### config.mk
export PLATFORM = sky130hd
export DESIGN_NAME = sublime_i2s_out
export DESIGN_NICKNAME = d
export VERILOG_FILES = /design/src/rtl/sublime_pkg.sv /design/src/rtl/sublime_vol_scale.sv /design/src/rtl/sublime_i2s_out.sv
export SDC_FILE = /design/constraint.sdc
export NUM_CORES = 1
export LEC_CHECK = 0
export BUFFER_PORTS_ARGS = -buffer_cell sky130_fd_sc_hd__buf_2
export CAP_MARGIN = 0
export CORE_UTILIZATION = 54
export DETAILED_ROUTE_END_ITERATION = 6
export PLACE_DENSITY = 0.81
export SYNTH_ARGS = -nofsm -noshare
export SYNTH_HDL_FRONTEND = slang
export SYNTH_SLANG_ARGS = --single-unit
### constraint.sdc
create_clock -name clk -period 10 [get_ports clk]
set_input_delay 2 -clock clk [delete_from_list [all_inputs] [get_ports clk]]
set_output_delay 2 -clock clk [all_outputs]
set_load 0.01 [all_outputs]
### src/rtl/sublime_pkg.sv
// rtl/sublime_pkg.sv - shared I2S framing and volume constants for the sublime audio path
package sublime_pkg;

  localparam int I2S_SLOT_BITS  = 32;
  localparam int I2S_FRAME_BITS = 64;
  localparam int VOL_UNITY      = 256;

  localparam int BITCNT_W      = $clog2(I2S_FRAME_BITS);
  localparam int VOL_FRAC_BITS = $clog2(VOL_UNITY);

  typedef logic [BITCNT_W-1:0] bitcnt_t;

endpackage

### src/rtl/sublime_vol_scale.sv
// rtl/sublime_vol_scale.sv - two-stage sign-magnitude volume scaler with headroom shift
// Output reduction clamps when SUBLIME_I2S_SATURATE_EN is defined, otherwise wraps.
module sublime_vol_scale
  import sublime_pkg::*;
#(
  parameter int OUT_BITS = 16,
  parameter int SHIFT    = 8
) (
  input  logic                clk,
  input  logic                rst,
  input  logic                in_valid,
  input  logic [31:0]         sample,
  input  logic [8:0]          vol,
  output logic [OUT_BITS-1:0] word,
  output logic                clip
);

  logic [31:0]        mag;
  logic [32:0]        mag_q;
  logic               neg_q;
  logic               valid_q;
  logic signed [33:0] scaled;

  // Magnitude of -2^31 is 2^31, which still fits the unsigned 32-bit operand.
  assign mag = sample[31] ? 32'(-sample) : sample;

  always_ff @(posedge clk) begin
    if (rst) begin
      mag_q   <= '0;
      neg_q   <= 1'b0;
      valid_q <= 1'b0;
    end else begin
      valid_q <= in_valid;
      if (in_valid) begin
        mag_q <= 33'(({9'b0, mag} * {32'b0, vol}) >> VOL_FRAC_BITS);
        neg_q <= sample[31];
      end
    end
  end

  // Dropping fraction bits on the magnitude truncates toward zero.
  assign scaled = neg_q ? -$signed({1'b0, mag_q}) : $signed({1'b0, mag_q});

`ifdef SUBLIME_I2S_SATURATE_EN
  localparam logic signed [33:0] MAX_V = (34'sd1 <<< (OUT_BITS - 1)) - 34'sd1;
  localparam logic signed [33:0] MIN_V = -(34'sd1 <<< (OUT_BITS - 1));

  logic signed [33:0] shifted;

  assign shifted = scaled >>> SHIFT;

  always_ff @(posedge clk) begin
    if (rst) begin
      word <= '0;
      clip <= 1'b0;
    end else begin
      clip <= 1'b0;
      if (valid_q) begin
        if (shifted > MAX_V) begin
          word <= MAX_V[OUT_BITS-1:0];
          clip <= 1'b1;
        end else if (shifted < MIN_V) begin
          word <= MIN_V[OUT_BITS-1:0];
          clip <= 1'b1;
        end else begin
          word <= shifted[OUT_BITS-1:0];
        end
      end
    end
  end
`else
  always_ff @(posedge clk) begin
    if (rst) begin
      word <= '0;
    end else if (valid_q) begin
      word <= OUT_BITS'(scaled >>> SHIFT);
    end
  end

  assign clip = 1'b0;
`endif

endmodule

### src/rtl/sublime_i2s_out.sv
// rtl/sublime_i2s_out.sv - I2S serializer with volume scaling of a held mixer sample
// Optional output saturation and clipped pulse: define SUBLIME_I2S_SATURATE_EN.
module sublime_i2s_out
  import sublime_pkg::*;
#(
  parameter int CLK_DIV        = 4,
  parameter int SAMPLE_BITS    = 16,
  parameter int HEADROOM_SHIFT = 8
) (
  input  logic        clk,
  input  logic        rst,
  input  logic [31:0] sample_in,
  input  logic [8:0]  master_vol,
  output logic        frame_start,
  output logic        clipped,
  output logic        bclk,
  output logic        lrclk,
  output logic        sdata
);

  logic [7:0]                 div;
  logic                       div_wrap;
  logic                       bclk_fall;
  bitcnt_t                    bitcnt;
  bitcnt_t                    next_cnt;
  logic [I2S_SLOT_BITS-1:0]   shreg;
  logic [31:0]                cap_sample;
  logic [8:0]                 cap_vol;
  logic [SAMPLE_BITS-1:0]     word;

  assign div_wrap  = (div == 8'(CLK_DIV - 1));
  assign bclk_fall = div_wrap && bclk;
  assign next_cnt  = bitcnt + 1'b1;
  assign sdata     = shreg[I2S_SLOT_BITS-1];

  always_ff @(posedge clk) begin
    if (rst) begin
      div         <= '0;
      bclk        <= 1'b0;
      lrclk       <= 1'b0;
      bitcnt      <= '1;
      shreg       <= '0;
      frame_start <= 1'b0;
      cap_sample  <= '0;
      cap_vol     <= '0;
    end else begin
      frame_start <= 1'b0;
      if (div_wrap) begin
        div  <= '0;
        bclk <= ~bclk;
      end else begin
        div <= div + 8'd1;
      end

      if (bclk_fall) begin
        bitcnt <= next_cnt;
        lrclk  <= next_cnt[BITCNT_W-1];
        if (next_cnt == '0) begin
          cap_sample  <= sample_in;
          cap_vol     <= master_vol;
          frame_start <= 1'b1;
        end
        // Loading one slot after the word-select edge gives the standard I2S MSB delay.
        if (next_cnt == bitcnt_t'(1) || next_cnt == bitcnt_t'(I2S_SLOT_BITS + 1)) begin
          shreg <= {word, {(I2S_SLOT_BITS - SAMPLE_BITS){1'b0}}};
        end else begin
          shreg <= {shreg[I2S_SLOT_BITS-2:0], 1'b0};
        end
      end
    end
  end

  sublime_vol_scale #(
    .OUT_BITS (SAMPLE_BITS),
    .SHIFT    (HEADROOM_SHIFT)
  ) u_vol_scale (
    .clk      (clk),
    .rst      (rst),
    .in_valid (frame_start),
    .sample   (cap_sample),
    .vol      (cap_vol),
    .word     (word),
    .clip     (clipped)
  );

endmodule

==> impl_summary.txt, run 1 <==
----------------------------------------------------
[GRT]
  Total congestion overflow after global routing ... 0
  Total routing resource utilization after global routing ... 24.83%
  Antenna violations before repair ... 0
  Grt met1 use ... 31.84%
  Met3 GRT Util ... 5.800%
  Global-route wire length before repair ... 47.30 mm
  Pin count of the biggest net entering global routing ... 62
  Global-route track usage on met2 ... 41.18%
  Global-route layer with the greatest usage ... met2
  Number of global-route vias before repair ... 9986

[Clocking]
  Buffer levels on the longest clock path ... 2
  Number of buffers created by CTS ... 17
  Buffer count from post-CTS setup fixing ... 0
  Clock root buffer master ... sky130_fd_sc_hd__clkbuf_16
  Sink Count ... 116
  Later-pin clock latency in the skew report ... 0.42 ns
  Clock-pin slew on the worst setup and hold paths ... 0.06 ns
  Number of buffers added to fix hold violations after cts ... 0
  Count of H-tree levels built during CTS ... 4
  Count of instances resized after the clock tree is built ... 0
  Clock tree from TritonCTS ... done

[Timing]
  Final period util ... 70.31%
  Setup repair after global routing missed its margin ... false
  Shortest clock period the worst path allows after layout ... 7.031 ns
  Final setup skew ... 0.01235 ns
  Number of endpoints failing setup at the final stage ... 0
  Setup Total Neg Slack ... 0 ns
  Count of final max-slew check failures ... 0
  Hold violation count in the final report ... 0
  Worst Tran Pin Value ... 1.039 ns
  Worst slew margin relative to its limit ... 30.66%
  Max Freq ... 142.2 MHz

[Power and ir drop]
  Areal power density over the cells ... 86.12 mW/mm^2
  Switching power share of the total ... 23.91%
  Peak supply drop ... 0.0001015 V
  Fraction of power consumed by sequential logic ... 40.3%
  Relative contribution of combinational cells to total power ... 3.2%
  Int Pwr ... 0.8872 mW
  Switch Pwr ... 0.2789 mW
  Static Leakage ... 6.403 nW
  Tot Pwr ... 1.166 mW
  Clock share of power ... 56.5%

[Setup path]
  Crit path launch type ... flip-flop
  Worst setup EP type ... flip-flop
  Setup Crit Path Kind ... flip-flop to flip-flop
  Data required time at the worst endpoint ... 10.31 ns
  Data arrival, critical path ... 7.34 ns
  Worst-path maximum fanout ... 11

[Final layout]
  Count of inserted antenna diode cells ... 0
  Nets@finish ... 1744
  Most frequent standard cell in the layout excluding fill and tap cells ... sky130_fd_sc_hd__nand2_1
  Post-route standard cell area excluding fillers ... 0.01354 sq mm
  Proportion of layout cells with a drive suffix above 1 ... 6.957%
  Layout-stage area growth over the synthesis result ... 7.757%
  Filler cells ... 1914
  Most used cells in the layout excluding fill and tap cells ... sky130_fd_sc_hd__nand2_1 (220), sky130_fd_sc_hd__inv_1 (218), sky130_fd_sc_hd__fa_1 (178)

[Worst hold path]
  Class of the tightest hold or removal check ... flip-flop to flip-flop

[Logic synthesis]
  Count of warnings emitted by yosys ... 0
  Synth top area cells ... sky130_fd_sc_hd__fa_1 (28%), sky130_fd_sc_hd__dfxtp_1 (18%), sky130_fd_sc_hd__and2_1 (6.8%), sky130_fd_sc_hd__nand2_1 (6.6%), sky130_fd_sc_hd__inv_1 (6.5%)
  Summed instance area of the synthesized netlist ... 0.01257 sq mm
  Main synth FF type ... sky130_fd_sc_hd__dfxtp_1
  Syn Inst Count ... 1477
  Portion of the post-synthesis area used by sequential elements ... 18.48%
  Synth area leader ... sky130_fd_sc_hd__fa_1
  Count of flip-flops with a built-in enable after synthesis ... 0
  Average instance area after synthesis ... 8.508 sq um
  Synthesis-stage register bit count ... 116
  Post-synthesis async set-or-reset flop share ... 0%
  Post-synthesis cell type count ... 69
  Total nets after synthesis ... 1739
  Top cell type's share of synthesized area ... 28.36%

[Placed design]
  Dpl cell area ... 0.01291 sq mm
  Half-perimeter wire length of the detailed placement result ... 20.57 mm
  Gpl congestion ... 0.8937
  Count of port buffers added during placement ... 46

[Floorplanning]
  Total Die Area ... 0.02388 sq mm
  Top-Level Pins ... 48
  Placeable core region ... 0.02271 sq mm
  Die Span X ... 154.5 um
  Standard-cell rows ... 55
  Effective utilization at floorplan ... 55.33%
  Die Ht ... 154.5 um

[Route]
  Average wire per cell in the routed design ... 15.62 um
  Via-per-instance ratio ... 5.523
  TritonRoute pass-1 iters ... 6
  Post-route DRC violation count ... 0
  Overall via count from detail_route ... 9831
  Initial drt markers ... 727
  Total detailed-routing wirelength ... 27.81 mm
  Final antenna-violating net count ... 0

[Status]
  Run status ... complete, no violations

[Flow run]
  Number of max-cap violations ... 0

----------------------------------------------------
[metrics by stage]
| step | setup WS (ns) | hold WS [ns] | util [%] | cells |
|---|---|---|---|---|
| 6_report | 2.969 | 0.4650 | 59.63 | 1780 |
| 4_1_cts | 3.066 | 0.4651 | 59.63 | 1780 |
| 5_1_grt | 2.460 | 0.4917 | 59.63 | 1780 |
| 3_3_place_gp | 3.361 | 0.4397 | 56.85 | 1748 |
| 3_5_place_dp | 3.092 | 0.4584 | 56.85 | 1748 |
| 2_1_floorplan | 3.768 | 0.4373 | - | 1477 |
[worst max-delay path: stages (launching register included)]
cell and delay [ns]:
sky130_fd_sc_hd__dfxtp_1 0.51, sky130_fd_sc_hd__inv_1 0.11, sky130_fd_sc_hd__ha_1 0.22, sky130_fd_sc_hd__nor2b_1 0.15, sky130_fd_sc_hd__and3_1 0.26, sky130_fd_sc_hd__nand2_1 0.16
sky130_fd_sc_hd__nand2_1 0.09, sky130_fd_sc_hd__xnor2_1 0.64, sky130_fd_sc_hd__nand2_1 0.16, sky130_fd_sc_hd__fa_1 0.53, sky130_fd_sc_hd__inv_1 0.05, sky130_fd_sc_hd__fa_1 0.48
sky130_fd_sc_hd__fa_1 0.49, sky130_fd_sc_hd__inv_1 0.05, sky130_fd_sc_hd__fa_1 0.52, sky130_fd_sc_hd__inv_1 0.04, sky130_fd_sc_hd__ha_1 0.34, sky130_fd_sc_hd__a21oi_1 0.17
sky130_fd_sc_hd__o21ai_0 0.13, sky130_fd_sc_hd__o31ai_1 0.42, sky130_fd_sc_hd__nor2b_1 0.25, sky130_fd_sc_hd__a21boi_1 0.12, sky130_fd_sc_hd__o21a_1 0.22, sky130_fd_sc_hd__o21a_1 0.22
sky130_fd_sc_hd__or4_1 0.47, sky130_fd_sc_hd__o311ai_0 0.09
[cells by family after synthesis]
family	count (synthesis)	synth area share, %
multiplexers	31	2.479
other	1	0.02984
AND/OR/NAND/NOR	558	21.98
buffers and inverters	290	9.171
AO/OA/AOI/OAI	182	9.519
flip-flops	116	18.48
adder cells (fa/ha/maj)	219	32.44
XOR/XNOR	80	5.905
[final cells by class]
type,instances,area (sq um),area share [%]
clock buffer,18,439.2,3.243
clock inverter,14,190.2,1.405
inverter,218,818.3,6.043
multi-input combinational,1071,9091,67.14
sequential,116,2322,17.15
tap,285,356.6,2.634
timing repair buffer,58,322.8,2.384
[per-layer routing]
layer / up-vias / routed length (um)
li1: 4667 / -
met1: 4711 / 11770
met2: 391 / 13130
met3: 62 / 2285
met4: 0 / 621
met5: - / 0
[path summary, 6_finish.rpt]
check	from	endpoint	slack, ns	cells after the start
setup / recovery	cap_sample[0]$_SDFFE_PP0P_	u_vol_scale.mag_q[16]$_SDFFE_PP0P_	2.97	25
hold reg to reg	cap_vol[3]$_SDFFE_PP0P_	cap_vol[3]$_SDFFE_PP0P_	0.47	2
setup reg to reg	cap_sample[0]$_SDFFE_PP0P_	u_vol_scale.mag_q[16]$_SDFFE_PP0P_	2.97	25
hold / removal	cap_vol[3]$_SDFFE_PP0P_	cap_vol[3]$_SDFFE_PP0P_	0.47	2
[Yosys cell counts, drive strengths merged, types with 32 or more instances]
cell,instances
clkbuf,58
xnor2,45
dfxtp,116
ha,41
inv,218
fa,178
a211oi,32
nor2,87
xor2,32
nand2,220
and2,138
a21oi,59
[state kept, by name, indices dropped and copies added, names as in the netlist]
name	flops
frame_start	1
u_vol_scale.mag_q	24
bitcnt	6
cap_sample	32
bclk	1
div	8
u_vol_scale.valid_q	1
lrclk	1
shreg	16
u_vol_scale.word	16
cap_vol	9
u_vol_scale.neg_q	1
[power groups by stage]
stage	Sequential, mW	Combinational, mW	Clock, mW
finish	0.470	0.0375	0.659
global route	0.470	0.0417	0.691
CTS	0.470	0.0374	0.667
detailed placement	0.480	0.0371	0
global placement	0.480	0.0362	0
floorplan	0.479	0.0249	0
Power figures use the tool's default switching activity.
==> run 2: changes to the inputs <==
--- a/config.mk
+++ b/config.mk
@@ -9,7 +9,7 @@
 export CAP_MARGIN = 0
 export CORE_UTILIZATION = 54
 export DETAILED_ROUTE_END_ITERATION = 6
-export PLACE_DENSITY = 0.81
+export PLACE_DENSITY = 0.84
 export SYNTH_ARGS = -nofsm -noshare
 export SYNTH_HDL_FRONTEND = slang
 export SYNTH_SLANG_ARGS = --single-unit
==> constraint.sdc (replaced) <==
create_clock -name clk -period 5.8 [get_ports clk]
set_input_delay 1.16 -clock clk [delete_from_list [all_inputs] [get_ports clk]]
set_output_delay 1.16 -clock clk [all_outputs]
set_load 0.01 [all_outputs]
==> run 2 against run 1 <==
Net effect: the run now ends with DRC, setup timing left; non-clock buffer count grew 173; die area is the same; cell area grew 18%; register-to-register slack lost 3.9 ns; clock power grew 73%; sequential cell count is the same; critical path depth grew 2; hold slack gained 0.021 ns; clock-buffer cell count shrank 1; sequential share of layout area shrank 2.6 points.
==> impl_summary.txt, run 2 (same netlist as run 1, synthesis figures left out) <==
----------------------------------------------------
[Setup path]
  Worst-path maximum fanout ... 8
  Setup Crit Path Kind ... flip-flop to flip-flop
  Worst setup EP type ... flip-flop
  Setup slack on the worst flop-to-flop path ... -0.92 ns
  Worst setup path startpoint ... cap_sample[0]$_SDFFE_PP0P_
  Depth of the worst register-to-register path ... 27
  Origin of the critical flop-to-flop path ... cap_sample[0]$_SDFFE_PP0P_
  Critical Path End ... u_vol_scale.mag_q[16]$_SDFFE_PP0P_
  Endpoint of the lowest-slack register-to-register path ... u_vol_scale.mag_q[16]$_SDFFE_PP0P_
  Crit path launch type ... flip-flop
  Data required time at the worst endpoint ... 6.05 ns
  Data arrival, critical path ... 6.97 ns

[Timing]
  Setup Total Neg Slack ... -8.006 ns
  Setup repair after global routing missed its margin ... true
  Worst Tran Pin Value ... 1.099 ns
  Max Freq ... 148.8 MHz
  Count of final max-slew check failures ... 0
  Shortest clock period the worst path allows after layout ... 6.723 ns
  Final worst hold slack ... 0.4857 ns
  Final period util ... 115.9%
  Worst slew margin relative to its limit ... 26.61%
  Worst setup slack after layout ... -0.9226 ns
  Hold violation count in the final report ... 0
  Number of endpoints failing setup at the final stage ... 17
  Final setup skew ... 0.01210 ns

[Clocking]
  Count of H-tree levels built during CTS ... 4
  Number of buffers added to fix hold violations after cts ... 0
  Buffer levels on the longest clock path ... 2
  Clock root buffer master ... sky130_fd_sc_hd__clkbuf_16
  Clock-pin slew on the worst setup and hold paths ... 0.07 ns
  Later-pin clock latency in the skew report ... 0.44 ns
  Sink Count ... 116
  Clock tree from TritonCTS ... done
  Number of buffers created by CTS ... 17

[Floorplanning]
  Standard-cell rows ... 55
  Total Die Area ... 0.02388 sq mm
  Placeable core region ... 0.02271 sq mm
  Die Ht ... 154.5 um
  Top-Level Pins ... 48
  Effective utilization at floorplan ... 55.33%
  Die Span X ... 154.5 um

[Final layout]
  Proportion of layout cells with a drive suffix above 1 ... 26.60%
  Fraction of the core area covered by cells at the end of the flow ... 70.37%
  Register containing the most flip-flops in the final layout ... cap_sample
  Most used cells in the layout excluding fill and tap cells ... sky130_fd_sc_hd__nand2_1 (207), sky130_fd_sc_hd__inv_1 (188), sky130_fd_sc_hd__fa_1 (172)
  Largest register FFs ... 32
  Most frequent standard cell in the layout excluding fill and tap cells ... sky130_fd_sc_hd__nand2_1
  Nets@finish ... 1918
  Count of inserted antenna diode cells ... 0
  Layout-stage area growth over the synthesis result ... 27.17%
  Biggest registers after layout ... cap_sample x32, u_vol_scale.mag_q x24

[Power and ir drop]
  Areal power density over the cells ... 127.6 mW/mm^2
  Static Leakage ... 7.539 nW
  Tot Pwr ... 2.039 mW
  Peak supply drop ... 0.0002077 V

[Route]
  Max layer used ... met5
  Post-route DRC violation count ... 1
  Via-per-instance ratio ... 6.103
  Overall via count from detail_route ... 11930
  Total detailed-routing wirelength ... 41.30 mm
  Initial drt markers ... 1455
  Average wire per cell in the routed design ... 21.14 um
  TritonRoute pass-1 iters ... 7
  Routed metal-1 wirelength ... 14.29 mm
  Met3 WL post-DR ... 3.882 mm
  Final antenna-violating net count ... 0
  Routed wl met2 ... 19.69 mm

[GRT]
  Pin count of the biggest net entering global routing ... 58
  Number of global-route vias before repair ... 12230
  Global-route wire length before repair ... 59.46 mm
  Antenna violations before repair ... 0
  Total routing resource utilization after global routing ... 31.68%
  Total congestion overflow after global routing ... 0

[Status]
  Run status ... finished, violations left
  Violations in the final reports ... DRC, setup timing

[Worst hold path]
  Worst Hold Path Cells ... 2
  Class of the tightest hold or removal check ... flip-flop to flip-flop

[Placed design]
  Half-perimeter wire length of the detailed placement result ... 21.97 mm
  Gpl congestion ... 0.8875
  Count of port buffers added during placement ... 46

[Flow run]
  Number of max-cap violations ... 0

----------------------------------------------------
[run 2: critical path, cell delays in order (launching register included)]
cell and delay, ns:
sky130_fd_sc_hd__dfxtp_2 0.33, sky130_fd_sc_hd__inv_2 0.08, sky130_fd_sc_hd__ha_4 0.12, sky130_fd_sc_hd__nor2b_4 0.16, sky130_fd_sc_hd__and3_1 0.38, sky130_fd_sc_hd__nand2_1 0.17
sky130_fd_sc_hd__o31ai_1 0.33, sky130_fd_sc_hd__xnor2_1 0.23, sky130_fd_sc_hd__buf_4 0.23, sky130_fd_sc_hd__nand2_1 0.09, sky130_fd_sc_hd__fa_1 0.50, sky130_fd_sc_hd__inv_1 0.06
sky130_fd_sc_hd__fa_1 0.49, sky130_fd_sc_hd__fa_1 0.56, sky130_fd_sc_hd__inv_2 0.06, sky130_fd_sc_hd__fa_1 0.52, sky130_fd_sc_hd__inv_2 0.05, sky130_fd_sc_hd__ha_4 0.21
sky130_fd_sc_hd__o21a_1 0.16, sky130_fd_sc_hd__o21a_4 0.25, sky130_fd_sc_hd__o31ai_4 0.07, sky130_fd_sc_hd__nor2b_4 0.20, sky130_fd_sc_hd__a21boi_2 0.07, sky130_fd_sc_hd__o21a_1 0.20
sky130_fd_sc_hd__o21a_1 0.22, sky130_fd_sc_hd__buf_4 0.16, sky130_fd_sc_hd__o21ai_0 0.37, sky130_fd_sc_hd__o311ai_1 0.23
[run 2: routing by layer]
metal  up-vias  track usage (%)
li1       5031                -
met1      5640            35.19
met2       919            55.07
met3       333            7.537
met4         2            19.33
met5         -                0
[run 2: power breakdown]
group,switching [mW],internal [mW]
logic,0.0537,0.0385
registers,0.00734,0.802
clock network,0.482,0.655
total,0.543,1.50
[run 2: per-stage QoR]
| stage | std cells | setup slack, ns | area (sq um) |
|---|---|---|---|
| final | 1954 | -0.9226 | 15980 |
| after CTS | 1935 | -0.3832 | 15530 |
| after global placement | 1873 | -0.3175 | 14030 |
| after global routing | 1954 | -0.9996 | 15980 |
| after detailed placement | 1873 | -0.4788 | 14030 |
| after floorplan | 1477 | -0.2375 | 12710 |
[run 2: final cells by class]
| class | count | area, sq um |
|---|---|---|
| Multi-Input combinational cell | 1072 | 10110 |
| Timing Repair Buffer | 231 | 1747 |
| Inverter | 218 | 820.8 |
| Tap cell | 285 | 356.6 |
| Clock inverter | 15 | 188.9 |
| Sequential cell | 116 | 2327 |
| Fill cell | 1389 | 6729 |
| Clock buffer | 17 | 425.4 |
[run 2: timing repair]
| item | 4_1_cts | 5_1_grt |
|---|---|---|
| setup buffers | 36 | 20 |
| pin swaps | 122 | 43 |
| setup endpoints to repair | 17 | 18 |
| cloned | 1 | 0 |
| gates resized for setup | 138 | 69 |
[run 2: worst min path at each step]
stage,startpoint,endpoint,slack (ns)
2_1_floorplan,div[0]$_SDFF_PP0_,div[0]$_SDFF_PP0_,0.44
3_3_place_gp,cap_vol[2]$_SDFFE_PP0P_,cap_vol[2]$_SDFFE_PP0P_,0.44
3_5_place_dp,div[0]$_SDFF_PP0_,div[0]$_SDFF_PP0_,0.47
4_1_cts,cap_vol[2]$_SDFFE_PP0P_,cap_vol[2]$_SDFFE_PP0P_,0.48
5_1_grt,u_vol_scale.word[0]$_SDFFE_PP0P_,u_vol_scale.word[0]$_SDFFE_PP0P_,0.51
6_report,cap_vol[2]$_SDFFE_PP0P_,cap_vol[2]$_SDFFE_PP0P_,0.49
==> run 3: changes to the inputs <==
--- a/config.mk
+++ b/config.mk
@@ -7,6 +7,7 @@
 export LEC_CHECK = 0
 export BUFFER_PORTS_ARGS = -buffer_cell sky130_fd_sc_hd__buf_2
 export CAP_MARGIN = 0
+export CORE_MARGIN = 8
 export CORE_UTILIZATION = 54
 export DETAILED_ROUTE_END_ITERATION = 6
 export PLACE_DENSITY = 0.84
==> constraint.sdc (replaced) <==
create_clock -name clk -period 5.8 [get_ports clk]
set_input_delay 0.58 -clock clk [delete_from_list [all_inputs] [get_ports clk]]
set_output_delay 0.58 -clock clk [all_outputs]
set_load 0.01 [all_outputs]
==> run 3 against run 2 <==
Net effect: the run still ends with DRC, setup timing left; non-clock buffer count down 11; cell area decreased by 1.5%; register-to-register slack improved by 0.13 ns; global-route usage decreased by 7.7 points; via count down 0.69%; sequential power barely moved; sequential cell count is the same; routed wire length decreased by 1.0%; sequential share of layout area grew 0.22 points; power shrank 0.80%; largest power group unchanged.
==> impl_summary.txt, run 3 (same netlist as run 1, synthesis figures left out) <==
----------------------------------------------------
[Final layout]
  Filler cells ... 1473
  Footprint of the multi-input gates ... 0.01000 sq mm
  Nets@finish ... 1906
  Largest register FFs ... 32
  Register containing the most flip-flops in the final layout ... cap_sample
  Count of inserted antenna diode cells ... 0
  Most frequent standard cell in the layout excluding fill and tap cells ... sky130_fd_sc_hd__nand2_1
  Fraction of the core area covered by cells at the end of the flow ... 67.89%
  Biggest registers after layout ... cap_sample x32, u_vol_scale.mag_q x24
  Sequential standard cell area ... 0.002327 sq mm
  Most used cells in the layout excluding fill and tap cells ... sky130_fd_sc_hd__nand2_1 (210), sky130_fd_sc_hd__inv_1 (198), sky130_fd_sc_hd__fa_1 (174)
  Proportion of layout cells with a drive suffix above 1 ... 24.98%
  Layout-stage area growth over the synthesis result ... 25.30%

[Timing]
  Worst Tran Pin Value ... 0.9670 ns
  Hold violation count in the final report ... 0
  Final period util ... 113.7%
  Final setup skew ... 0.01494 ns
  Worst slew margin relative to its limit ... 35.45%
  Setup repair after global routing missed its margin ... true
  Max Freq ... 151.6 MHz
  Number of endpoints failing setup at the final stage ... 17
  Count of final max-slew check failures ... 0
  Worst setup slack after layout ... -0.7949 ns
  Shortest clock period the worst path allows after layout ... 6.595 ns

[GRT]
  Total congestion overflow after global routing ... 0
  Number of global-route vias before repair ... 11920
  Total routing resource utilization after global routing ... 23.94%
  Global-route wire length before repair ... 55.82 mm
  Pin count of the biggest net entering global routing ... 74
  Antenna violations before repair ... 0

[Flow run]
  Number of max-cap violations ... 0

[Clocking]
  Count of H-tree levels built during CTS ... 4
  Clock root buffer master ... sky130_fd_sc_hd__clkbuf_16
  Number of buffers created by CTS ... 17
  Sink Count ... 116
  Clock-pin slew on the worst setup and hold paths ... 0.07 ns
  Later-pin clock latency in the skew report ... 0.44 ns
  Buffer levels on the longest clock path ... 2
  Clock tree from TritonCTS ... done

[Setup path]
  Data required time at the worst endpoint ... 6.09 ns
  Setup slack on the worst flop-to-flop path ... -0.79 ns
  Worst setup EP type ... flip-flop
  Worst-path maximum fanout ... 4
  Setup Crit Path Kind ... flip-flop to flip-flop
  Crit path launch type ... flip-flop
  Data arrival, critical path ... 6.89 ns

[Floorplanning]
  Standard-cell rows ... 56
  Placeable core region ... 0.02319 sq mm
  Top-Level Pins ... 48
  Total Die Area ... 0.02841 sq mm
  Die Span X ... 168.5 um
  Die Ht ... 168.5 um
  Effective utilization at floorplan ... 54.18%

[Route]
  Total detailed-routing wirelength ... 40.87 mm
  Routed metal-1 wirelength ... 14.15 mm
  Max layer used ... met4
  Initial drt markers ... 1194
  Average wire per cell in the routed design ... 20.68 um
  TritonRoute pass-1 iters ... 7
  Met3 WL post-DR ... 3.976 mm
  Post-route DRC violation count ... 9
  Overall via count from detail_route ... 11840
  Final antenna-violating net count ... 0
  Routed wl met2 ... 19.62 mm
  Via-per-instance ratio ... 5.993

[Placed design]
  Count of port buffers added during placement ... 46
  Half-perimeter wire length of the detailed placement result ... 22.98 mm
  Gpl congestion ... 0.8990
  Setup Slack @ Placement ... -0.5247 ns

[Status]
  Run status ... finished, violations left
  Violations in the final reports ... DRC, setup timing

[Worst hold path]
  Class of the tightest hold or removal check ... input port to flip-flop

[Power and ir drop]
  Peak supply drop ... 0.0001989 V
  Static Leakage ... 7.479 nW
  Areal power density over the cells ... 128.5 mW/mm^2

----------------------------------------------------
==> run 3: cell count changes in the layout (fill, tap and decap cells not counted), sizes merged <==
cell      delta
clkinvlp     -1
xnor2        -1
buf         -11
clkinv       +1
==> run 3: cell type report <==
type / count / share of cell area [%]
multi-input combinational: 1071 / 63.51
sequential: 116 / 14.78
timing repair buffer: 220 / 10.12
inverter: 218 / 5.197
clock buffer: 17 / 2.702
tap: 319 / 2.535
clock inverter: 15 / 1.160
==> run 3: repair_timing <==
action	CTS	global route
buffers inserted	5	30
hold buffers	0	0
pin swaps	27	118
resized for setup	52	123
setup endpoints to repair	16	20
==> run 3: stage by stage <==
step                area, sq um  hold slack, ns  setup TNS (ns)  power (mW)  instances
finish                    15750          0.3773          -7.592       2.023       1976
global route              15750          0.3884          -12.04       2.071       1976
CTS                       14970          0.3864          -1.637       1.993       1948
detailed placement        14070          0.4496          -3.656      0.9010       1911
global placement          14070          0.4413          -1.350      0.8981       1911
floorplan                 12710          0.4373         -0.4924      0.8688       1477
==> run 3: routing by layer <==
layer / track usage [%] / vias up
met4: 11.34 / 0
met5: 0 / -
met3: 4.705 / 336
met2: 42.08 / 884
li1: - / 4988
met1: 27.71 / 5635
==> run 3: critical path, cell delays in order (launching register included) <==
cell and delay (ns):
sky130_fd_sc_hd__dfxtp_2 0.33, sky130_fd_sc_hd__or4_4 0.55, sky130_fd_sc_hd__nor3_4 0.25, sky130_fd_sc_hd__buf_6 0.16, sky130_fd_sc_hd__buf_6 0.09, sky130_fd_sc_hd__nand4_1 0.24
sky130_fd_sc_hd__o21ai_2 0.32, sky130_fd_sc_hd__xnor2_2 0.17, sky130_fd_sc_hd__buf_4 0.16, sky130_fd_sc_hd__buf_4 0.12, sky130_fd_sc_hd__nand2_1 0.08, sky130_fd_sc_hd__fa_1 0.57
sky130_fd_sc_hd__inv_1 0.08, sky130_fd_sc_hd__fa_1 0.47, sky130_fd_sc_hd__fa_1 0.57, sky130_fd_sc_hd__inv_1 0.07, sky130_fd_sc_hd__fa_1 0.56, sky130_fd_sc_hd__inv_1 0.07
sky130_fd_sc_hd__ha_1 0.30, sky130_fd_sc_hd__nand3_2 0.09, sky130_fd_sc_hd__nand2b_4 0.16, sky130_fd_sc_hd__a311oi_4 0.35, sky130_fd_sc_hd__o21a_1 0.28, sky130_fd_sc_hd__nor3_2 0.07
sky130_fd_sc_hd__a21o_1 0.19, sky130_fd_sc_hd__nor2b_1 0.13
==> run 3: final timing paths <==
kind                                                 start                                  to  cells after the start
worst max register to register  cap_sample[8]$_SDFFE_PP0P_  u_vol_scale.mag_q[21]$_SDFFE_PP0P_                     25
worst max-delay path            cap_sample[8]$_SDFFE_PP0P_  u_vol_scale.mag_q[21]$_SDFFE_PP0P_                     25
worst min register to register     cap_vol[1]$_SDFFE_PP0P_             cap_vol[1]$_SDFFE_PP0P_                      2
worst min-delay path                         sample_in[31]         cap_sample[31]$_SDFFE_PP0P_                      3
==> run 3: power breakdown <==
part	total [mW]	switching (mW)	internal, mW
combinational	0.0906	0.0528	0.0377
sequential	0.810	0.00707	0.802
clock	1.12	0.469	0.653
